<file path="src/rtl/mux16_rr_arbiter_pkg.sv">
// mux16_rr_arbiter_pkg: shared constants, FSM encoding and lane-slice helper
// for the 16-lane round-robin mux arbiter.
package mux16_rr_arbiter_pkg;
    localparam int DW   = 16;
    localparam int NREQ = 16;
    localparam int SELW = 4;

    typedef enum logic {
        IDLE = 1'b0,
        HOLD = 1'b1
    } state_t;

    // Base bit index of lane k inside the packed request data bus.
    function automatic int lane_base(input int k);
        return k * DW;
    endfunction
endpackage

</file>
<file path="src/rtl/mux16_rr_arbiter_mux.sv">
// mux_16x1: 16-bit wide, 16:1 select mux.
// Ports: a0..a15 data inputs, s 4-bit select, y selected word.
module mux_16x1
    import mux16_rr_arbiter_pkg::*;
(
    input  logic [DW-1:0]   a0,
    input  logic [DW-1:0]   a1,
    input  logic [DW-1:0]   a2,
    input  logic [DW-1:0]   a3,
    input  logic [DW-1:0]   a4,
    input  logic [DW-1:0]   a5,
    input  logic [DW-1:0]   a6,
    input  logic [DW-1:0]   a7,
    input  logic [DW-1:0]   a8,
    input  logic [DW-1:0]   a9,
    input  logic [DW-1:0]   a10,
    input  logic [DW-1:0]   a11,
    input  logic [DW-1:0]   a12,
    input  logic [DW-1:0]   a13,
    input  logic [DW-1:0]   a14,
    input  logic [DW-1:0]   a15,
    input  logic [SELW-1:0] s,
    output logic [DW-1:0]   y
);
    always_comb begin
        case (s)
            4'd0:    y = a0;
            4'd1:    y = a1;
            4'd2:    y = a2;
            4'd3:    y = a3;
            4'd4:    y = a4;
            4'd5:    y = a5;
            4'd6:    y = a6;
            4'd7:    y = a7;
            4'd8:    y = a8;
            4'd9:    y = a9;
            4'd10:   y = a10;
            4'd11:   y = a11;
            4'd12:   y = a12;
            4'd13:   y = a13;
            4'd14:   y = a14;
            default: y = a15;
        endcase
    end
endmodule

</file>
<file path="src/rtl/mux16_rr_arbiter.sv">
// mux16_rr_arbiter: round-robin arbiter sharing one 16:1 mux between 16 lanes,
// with a registered valid/ready output stage and a one-cycle grant pulse.
// Ports: clk, rst_n (async active-low); req_i/req_data_i requester side;
// gnt_o one-hot grant pulse; out_data_o/out_valid_o/out_ready_i/out_src_o
// output stage; busy_o activity flag.
module mux16_rr_arbiter
    import mux16_rr_arbiter_pkg::*;
(
    input  logic                 clk,
    input  logic                 rst_n,
    input  logic [NREQ-1:0]      req_i,
    input  logic [NREQ*DW-1:0]   req_data_i,
    output logic [NREQ-1:0]      gnt_o,
    output logic [DW-1:0]        out_data_o,
    output logic                 out_valid_o,
    input  logic                 out_ready_i,
    output logic [SELW-1:0]      out_src_o,
    output logic                 busy_o
);
    state_t          state, state_next;
    logic [SELW-1:0] last_q, start, off, sel;
    logic [NREQ-1:0] eligible;
    logic [DW-1:0]   mux_out;
    logic            any, load;

    // A lane granted last cycle still has req high with stale data; skip it.
    assign eligible = req_i & ~gnt_o;
    assign any      = |eligible;

    // Search starts one past the previous winner; the lowest eligible offset
    // from that point wins, so the 4-bit sum wraps naturally modulo 16.
    always_comb begin
        start = last_q + 4'd1;
        off   = '0;
        for (int i = NREQ - 1; i >= 0; i--)
            if (eligible[SELW'(int'(start) + i)]) off = SELW'(i);
        sel = start + off;
    end

    mux_16x1 u_mux (
        .a0  (req_data_i[lane_base(0)  +: DW]),
        .a1  (req_data_i[lane_base(1)  +: DW]),
        .a2  (req_data_i[lane_base(2)  +: DW]),
        .a3  (req_data_i[lane_base(3)  +: DW]),
        .a4  (req_data_i[lane_base(4)  +: DW]),
        .a5  (req_data_i[lane_base(5)  +: DW]),
        .a6  (req_data_i[lane_base(6)  +: DW]),
        .a7  (req_data_i[lane_base(7)  +: DW]),
        .a8  (req_data_i[lane_base(8)  +: DW]),
        .a9  (req_data_i[lane_base(9)  +: DW]),
        .a10 (req_data_i[lane_base(10) +: DW]),
        .a11 (req_data_i[lane_base(11) +: DW]),
        .a12 (req_data_i[lane_base(12) +: DW]),
        .a13 (req_data_i[lane_base(13) +: DW]),
        .a14 (req_data_i[lane_base(14) +: DW]),
        .a15 (req_data_i[lane_base(15) +: DW]),
        .s   (sel),
        .y   (mux_out)
    );

    always_ff @(posedge clk or negedge rst_n)
        if (!rst_n) state <= IDLE;
        else        state <= state_next;

    // A stalled HOLD stays put; otherwise a load keeps/enters HOLD.
    always_comb begin
        state_next = load ? HOLD : (state == HOLD && !out_ready_i) ? HOLD : IDLE;
    end

    always_comb begin
        out_valid_o = (state == HOLD);
        load        = any && (state == IDLE || out_ready_i);
        busy_o      = out_valid_o || (|req_i);
    end

    always_ff @(posedge clk or negedge rst_n) begin
        if (!rst_n) begin
            gnt_o      <= '0;
            out_data_o <= '0;
            out_src_o  <= '0;
            last_q     <= 4'hF;
        end else begin
            gnt_o <= load ? (NREQ'(1) << sel) : '0;
            if (load) begin
                out_data_o <= mux_out;
                out_src_o  <= sel;
                last_q     <= sel;
            end
        end
    end
endmodule

</file>
<file path="config.mk">
export PLATFORM = sky130hd
export DESIGN_NAME = mux16_rr_arbiter
export DESIGN_NICKNAME = d
export VERILOG_FILES = /design/src/rtl/mux16_rr_arbiter_pkg.sv /design/src/rtl/mux16_rr_arbiter_mux.sv /design/src/rtl/mux16_rr_arbiter.sv
export SDC_FILE = /design/constraint.sdc
export NUM_CORES = 1
export LEC_CHECK = 0
export BUFFER_PORTS_ARGS = -buffer_cell sky130_fd_sc_hd__clkbuf_2
export CAP_MARGIN = 15
export CORE_AREA = 8 8 115 117
export CTS_BUF_LIST = sky130_fd_sc_hd__clkbuf_16
export DETAILED_ROUTE_END_ITERATION = 10
export DIE_AREA = 0 0 123 125
export HOLD_SLACK_MARGIN = 0.08
export PLACE_DENSITY_LB_ADDON = 0.3
export SYNTH_ARGS = -nofsm -noshare
export SYNTH_HDL_FRONTEND = slang
export SYNTH_HIERARCHICAL = 1
export SYNTH_SLANG_ARGS = --single-unit
</file>
<file path="constraint.sdc">
create_clock -name clk -period 17.8 [get_ports clk]
set_input_delay 1.78 -clock clk [delete_from_list [all_inputs] [get_ports clk]]
set_output_delay 1.78 -clock clk [all_outputs]
set_load 0.05 [all_outputs]
</file>
# --- Word level (Yosys, flattened, before mapping) ---
# Index checks and enable logic that the tools add are counted.
# Widths: inputs -> output; s select.
totals:
  reg_bits: 41
  latch_bits: 0
  ram_bits: 0
  rom_bits: 0
  inputBits: 275
  mem_count: 0
op_classes:
  add_sub_neg: 17
  multipliers: 0
  div_mod_pow: 0
  n_lt_le_gt_ge: 16
  eq_ne: 14
  shift: 1
  muxes: 68
  bitwise: 3
  reduce_logical: 8
op_table:
  columns: ["operator", "count"]
  rows:
  - ["$pmux 16 s15", 1]
  - ["$lt 4x6->1 const B", 16]
  - ["$bmux 1 s4", 16]
  - ["$mux 4", 16]
  - ["$mux 1", 34]
  - ["$add 4x4->4 const B", 8]
  - ["$reduce_or 16->1", 2]
  - ["$eq 4x4->1 const B", 7]
  - ["$add 4x3->4 const B", 4]
  - ["$and 16x16->16", 1]
  - ["$eq 4x3->1 const B", 4]
  - ["$mux 16", 1]
  - ["$not 16->16", 1]
  - ["$shl 1x4->16 const A", 1]
  - ["$add 4x1->4 const B", 2]
  - ["$add 4x2->4 const B", 2]
  - ["$eq 4x2->1 const B", 2]
  - ["$add 4x4->4", 1]
  - ["$eq 4x1->1 const B", 1]
  - ["$logic_not 4->1", 1]
  - ["$logic_and 1x1->1", 2]
  - ["$logic_or 1x1->1", 2]
  - ["$logic_not 1->1", 1]
  - ["$not 1->1", 1]

# --- Depth between registers and ports, before layout ---
depth:
  depth_word: 24
  depth_mapped: 29
  depth_no_buf: 22

# --- Cells and area by module ---
# Netlist, hierarchy kept.
modules_own_cells:
  columns: ["mod", "instances", "cells_each", "area_per_inst_um2", "seq_area_each_um2"]
  rows:
  - ["mux16_rr_arbiter", 1, 321, 3208.1, 1031.0]
  - ["mux_16x1", 1, 302, 2228.4, 0.0]

# --- Worst setup path before layout ---
# Ideal clock, no wire load.
synth_timing:
  path_type: "input port to flip-flop"
  start: "input port req_i[11]"
  end: "register out_data_o[10]"
  t_arrival_ps: 6111
  setup_slack_ps: 11571
  stages: 24
  n_path_buf: 4
  cell_sequence: "nor2b_1 -> mux4_1 -> mux2_2 -> mux2i_1 -> o21ai_0 -> a311o_1 -> a31oi_1 -> o31ai_1 -> ha_1 -> a21o_1 -> a21oi_1 -> xor2_1 -> and3_1 -> buf_6 -> buf_12 -> nor2_1 -> buf_6 -> and2_4 -> and2_4 -> buf_6 -> a211o_1 -> o32a_1 -> nand2_1 -> nand2_1"
synth_via:
  elab_chain_cells: 23
  word_cells_on_any_way: 84
synth_lines:
  columns: ["item", "line", "rtl"]
  rows:
  - ["from (decl)", "mux16_rr_arbiter.sv:11", "input logic [NREQ-1:0] req_i,"]
  - ["$and 16x16->16 *", "mux16_rr_arbiter.sv:27", "assign eligible = req_i & ~gnt_o;"]
  - ["$bmux 1 s4", "mux16_rr_arbiter.sv:36", "if (eligible[SELW'(int'(start) + i)]) off = SELW'(i);"]
  - ["$mux 1 (implied by the code) (2 in series)", "mux16_rr_arbiter.sv:36", null]
  - ["$mux 4 (15 in series)", "mux16_rr_arbiter.sv:36", null]
  - ["$mux 4 *", "mux16_rr_arbiter.sv:36", null]
  - ["$add 4x4->4 *", "mux16_rr_arbiter.sv:37", "sel = start + off;"]
  - ["via sel[3]", "mux16_rr_arbiter.sv:21", "logic [SELW-1:0] last_q, start, off, sel;"]
  - ["$eq 4x4->1, or another cell as far along", "mux16_rr_arbiter_mux.sv:26", "case (s)"]
  - ["$pmux 16 s15 *", "mux16_rr_arbiter_mux.sv:26", null]
  - ["via mux_out[10]", "mux16_rr_arbiter.sv:23", "logic [DW-1:0] mux_out;"]
  - ["to (signal assigned)", "mux16_rr_arbiter.sv:85", "out_data_o <= mux_out;"]
  - ["to (decl)", "mux16_rr_arbiter.sv:14", "output logic [DW-1:0] out_data_o,"]
# The timed path passes the listed nets; every way through them passes the cells marked *. The select of a mux whose other input is x is not followed.
# A chain may end at the register's enable or synchronous reset.

# --- Worst setup path in the final report ---
layout_timing:
  start: "register last_q[0]"
  end: "register out_data_o[10]"
layout_via:
  elab_chain_cells: 24
  word_cells_on_any_way: 97
layout_lines:
  columns: ["item", "line", "rtl"]
  rows:
  - ["from (decl)", "mux16_rr_arbiter.sv:21", null]
  - ["from (signal assigned)", "mux16_rr_arbiter.sv:87", "last_q <= sel;"]
  - ["$add 4x1->4 *", "mux16_rr_arbiter.sv:33", "start = last_q + 4'd1;"]
  - ["$add 4x4->4", "mux16_rr_arbiter.sv:36", null]
  - ["$bmux 1 s4", "mux16_rr_arbiter.sv:36", null]
  - ["$mux 1 (implied by the code) (2 in series)", "mux16_rr_arbiter.sv:36", null]
  - ["$mux 4 (16 in series)", "mux16_rr_arbiter.sv:36", null]
  - ["$add 4x4->4 *", "mux16_rr_arbiter.sv:37", null]
  - ["via sel[3]", "mux16_rr_arbiter.sv:21", null]
  - ["$eq 4x4->1, or another cell as far along", "mux16_rr_arbiter_mux.sv:26", null]
  - ["$pmux 16 s15 *", "mux16_rr_arbiter_mux.sv:26", null]
  - ["via mux_out[10]", "mux16_rr_arbiter.sv:23", null]
# Marked as above.

==> summary.md <==
| Metric | Value |
|---|---|
| Status | `finished clean` |
| Cell Area, Placed | `6890 µm²` |
| Initial Util | `46.8%` |
| TritonCTS clock tree | `yes` |
| Synthesized area | `5440 µm²` |
| Post-route cell area | `7080 µm²` |
| Cell Rows | `40` |
| Via count | `6,439` |
| CTS Hold Bufs | `0` |
| Initial antenna violation count | `3` |
| Reg clk slew, reported paths | `60 ps` |
| RSZ-0062 raised after global routing | `false` |
| CTS Sinks | `41` |
| Max H-tree Level | `2` |
| Setup CP Type | `reg -> reg` |
| Final Max Slew Viols | `0` |
| Final worst-path cycle share | `41.0%` |
| IO Pins | `313` |
| Slowest-stage cell, CP | `ha_1` |
| First-pass GRT wire length | `36.9 mm` |
| Core footprint | `11,600 µm²` |
| Final GP Congestion | `0.962` |
| Yosys cell types | `79` |
| Synth Warn # | `6` |
| # setup viols final | `0` |
| Worst skew pair latency | `290 ps` |
| Count of input and output buffers | `312` |
| Clock skew | `8.74 ps` |
| Final Core Density | `61.0%` |
| Worst Path Buf+Inv | `3` |
| CTS Buf Count | `5` |
| Largest cells by area after synthesis | `dfrtp_1 17%, mux2i_1 12%, a22oi_1 5.2%` |
| Synth area leader | `dfrtp_1` |
| Hold Crit Class | `reg -> reg` |
| Vias per cell | `6.16` |
| Routed len/inst | `23.6 µm` |
| Root buffer cell | `clkbuf_16` |
| Post-Synthesis Cells | `623` |
| Grt total ovfl | `0` |
| Seq/Total Area, Yosys | `19.0%` |
| Slew headroom | `31.5%` |
| Crit end category | `register` |
| Worst slack, placed | `10,470 ps` |
| Largest net degree at the start of global routing | `74` |
| Layout cells sized above 1 | `42.5%` |
| CP arrival | `7470 ps` |
| Syn Nets | `904` |
| Cell family with most CP delay | `compound AO/OA/AOI/OAI gates` |
| Post-route setup slack | `10,500 ps` |
| F_max | `0.137 GHz` |
| Die Y | `125 µm` |
| CP max FO | `64` |
| Worst path required time | `17,970 ps` |
| Post-route DRC | `0` |
| Synthesis-to-layout area growth | `30.3%` |
| Total of max-cap violations | `0` |
| Post-synth EDFFs | `0` |
| DP HPWL | `20.2 mm` |
| Synth top area share | `17.0%` |
| Final ANT Viol Nets | `0` |
| Initial DRT Pass Iterations | `5` |
| Setup TNS | `0 ps` |
| Die footprint | `15,400 µm²` |
| Async SR Flop Fraction | `100%` |
| Clock buffer depth | `2` |
| Tmin final | `7300 ps` |
| Worst Max-Slew Pin Slew | `1030 ps` |
| Vias in the first global route | `6,446` |
| Chip Width | `123 µm` |
| Crit-path cells | `inv_2, ha_1, inv_2, mux2i_1, mux4_2, and2_1, o21ai_0, a311o_1, a31oi_1, o31ai_1, ha_1, a21o_1, a21oi_1, xor2_1, and3_1, nor2_4, buf_4, nand3b_1, o22ai_1, a211o_1, o32a_1, nand2_1, nand2_1` |
| Mean Syn Cell Area | `8.73 µm²` |
| Slowest Stage Delay on Critical Path | `790 ps` |
| Top FF cell, synth | `dfrtp_1` |
| CP Launch Type | `register` |
| Iter 0 DRT Violations | `705` |
| Post-CTS Setup Inserts | `0` |
| WL final | `24.7 mm` |
| Final Hold Vio Count | `0` |
| Final #Nets | `1,176` |
| FF+latch count, synth | `41` |
| GRT Total Usage | `31.0%` |
| PostCTS Resize Cnt | `0` |
| # fillers | `1,089` |
[logic make-up after synthesis]
kind of cell,share of synthesized area (%)
compound gates,25.9
xor+xnor,2.74
fa+ha+maj,1.52
buf+inv,7.09
flops,19.0
mux,22.5
simple gates,21.3
[cells in the mapped netlist (all sizes together) (3+ instances only)]
cell	instances
nand2	74
mux2i	66
buf	43
a22oi	38
nor2	38
dfrtp	37
nor2b	26
o22ai	26
a21oi	18
mux4	18
nand2b	17
o32a	15
a211o	14
nor3	13
o32ai	13
o21ai	12
clkbuf	10
mux2	10
nand3	10
inv	9
o21ba	8
xnor2	8
a31oi	7
nor4	7
a21o	6
xor2	6
a211oi	5
and2	5
ha	5
or3b	5
and3b	4
dfstp	4
o31ai	4
and3	3
nand3b	3
nand4	3
nor3b	3
o2111ai	3
o21a	3
[layout by cell type (no fill, tap or decap), drive strengths merged, types with 4 or more instances in the layout]
cell type / n
dfrtp: 37
o31ai: 4
dfstp: 4
a21o: 6
nand2: 74
xnor2: 8
mux4: 18
and2: 5
o32a: 15
o32ai: 13
nor2b: 26
inv: 9
a211o: 14
buf: 6
o21ba: 8
nand2b: 17
o21ai: 12
mux2i: 66
a31oi: 7
nor3: 13
xor2: 6
nor4: 7
a22oi: 38
o22ai: 26
nor2: 38
or3b: 5
clkbuf: 317
mux2: 10
a21oi: 18
ha: 5
and3b: 4
a211oi: 5
nand3: 10
[worst register-to-register path, delay by kind of cell (launching register included)]
kind | cells | cell delay [ps]
xor gates and xnor gates | 1 | 220
DFF | 1 | 730
adders and majority gates | 2 | 1060
muxes | 2 | 750
AOI/OAI and AO/OA | 9 | 1930
buffers and inverters | 3 | 920
and+or+nand+nor | 6 | 1590
[flip-flops by register name, indices dropped and copies added, names as in the netlist]
name,cells
gnt_o,16
out_data_o,16
last_q,4
out_src_o,4
out_valid_o,1
[final cells by class]
class                           count  area, µm²  share of cell area, %
Tap cell                          147        184                   2.60
Clock buffer                        5        125                   1.77
Clock inverter                      3       37.5                  0.530
Antenna cell                        3       7.51                  0.106
Multi-Input combinational cell    520       4040                   57.1
Inverter                            9       36.3                  0.512
Sequential cell                    41       1030                   14.6
Timing Repair Buffer              318       1620                   22.9
[metrics by stage]
step / hold slack [ps] / cells
after floorplan: 474 / 623
after global placement: 460 / 1034
after detailed placement: 464 / 1034
after CTS: 478 / 1042
after global routing: 491 / 1046
final: 475 / 1046
[per-layer routing]
metal	part of all wire [%]	GRT usage, %	vias up
met2	48	50.7	391
met4	4.7	14.3	0
met3	10	9.09	67
met5	0	0	-
li1	-	-	2961
met1	37	36.4	3020
[final timing paths]
kind / from / to / slack [ps] / cells after the start
max reg2reg: last_q[0]$_DFFE_PN1P_ / out_data_o[10]$_DFFE_PN0P_ / 10500 / 23
max in group asynchronous: rst_n / last_q[1]$_DFFE_PN1P_ / 15950 / 2
min: out_data_o[2]$_DFFE_PN0P_ / out_data_o[2]$_DFFE_PN0P_ / 470 / 2
min reg2reg: out_data_o[2]$_DFFE_PN0P_ / out_data_o[2]$_DFFE_PN0P_ / 470 / 2
min in group asynchronous: rst_n / out_data_o[12]$_DFFE_PN0P_ / 1330 / 1
max: last_q[0]$_DFFE_PN1P_ / out_data_o[10]$_DFFE_PN0P_ / 10500 / 23
Power is not shown: default switching activity piles up to over one toggle a cycle in this logic, so the estimate is an artifact.
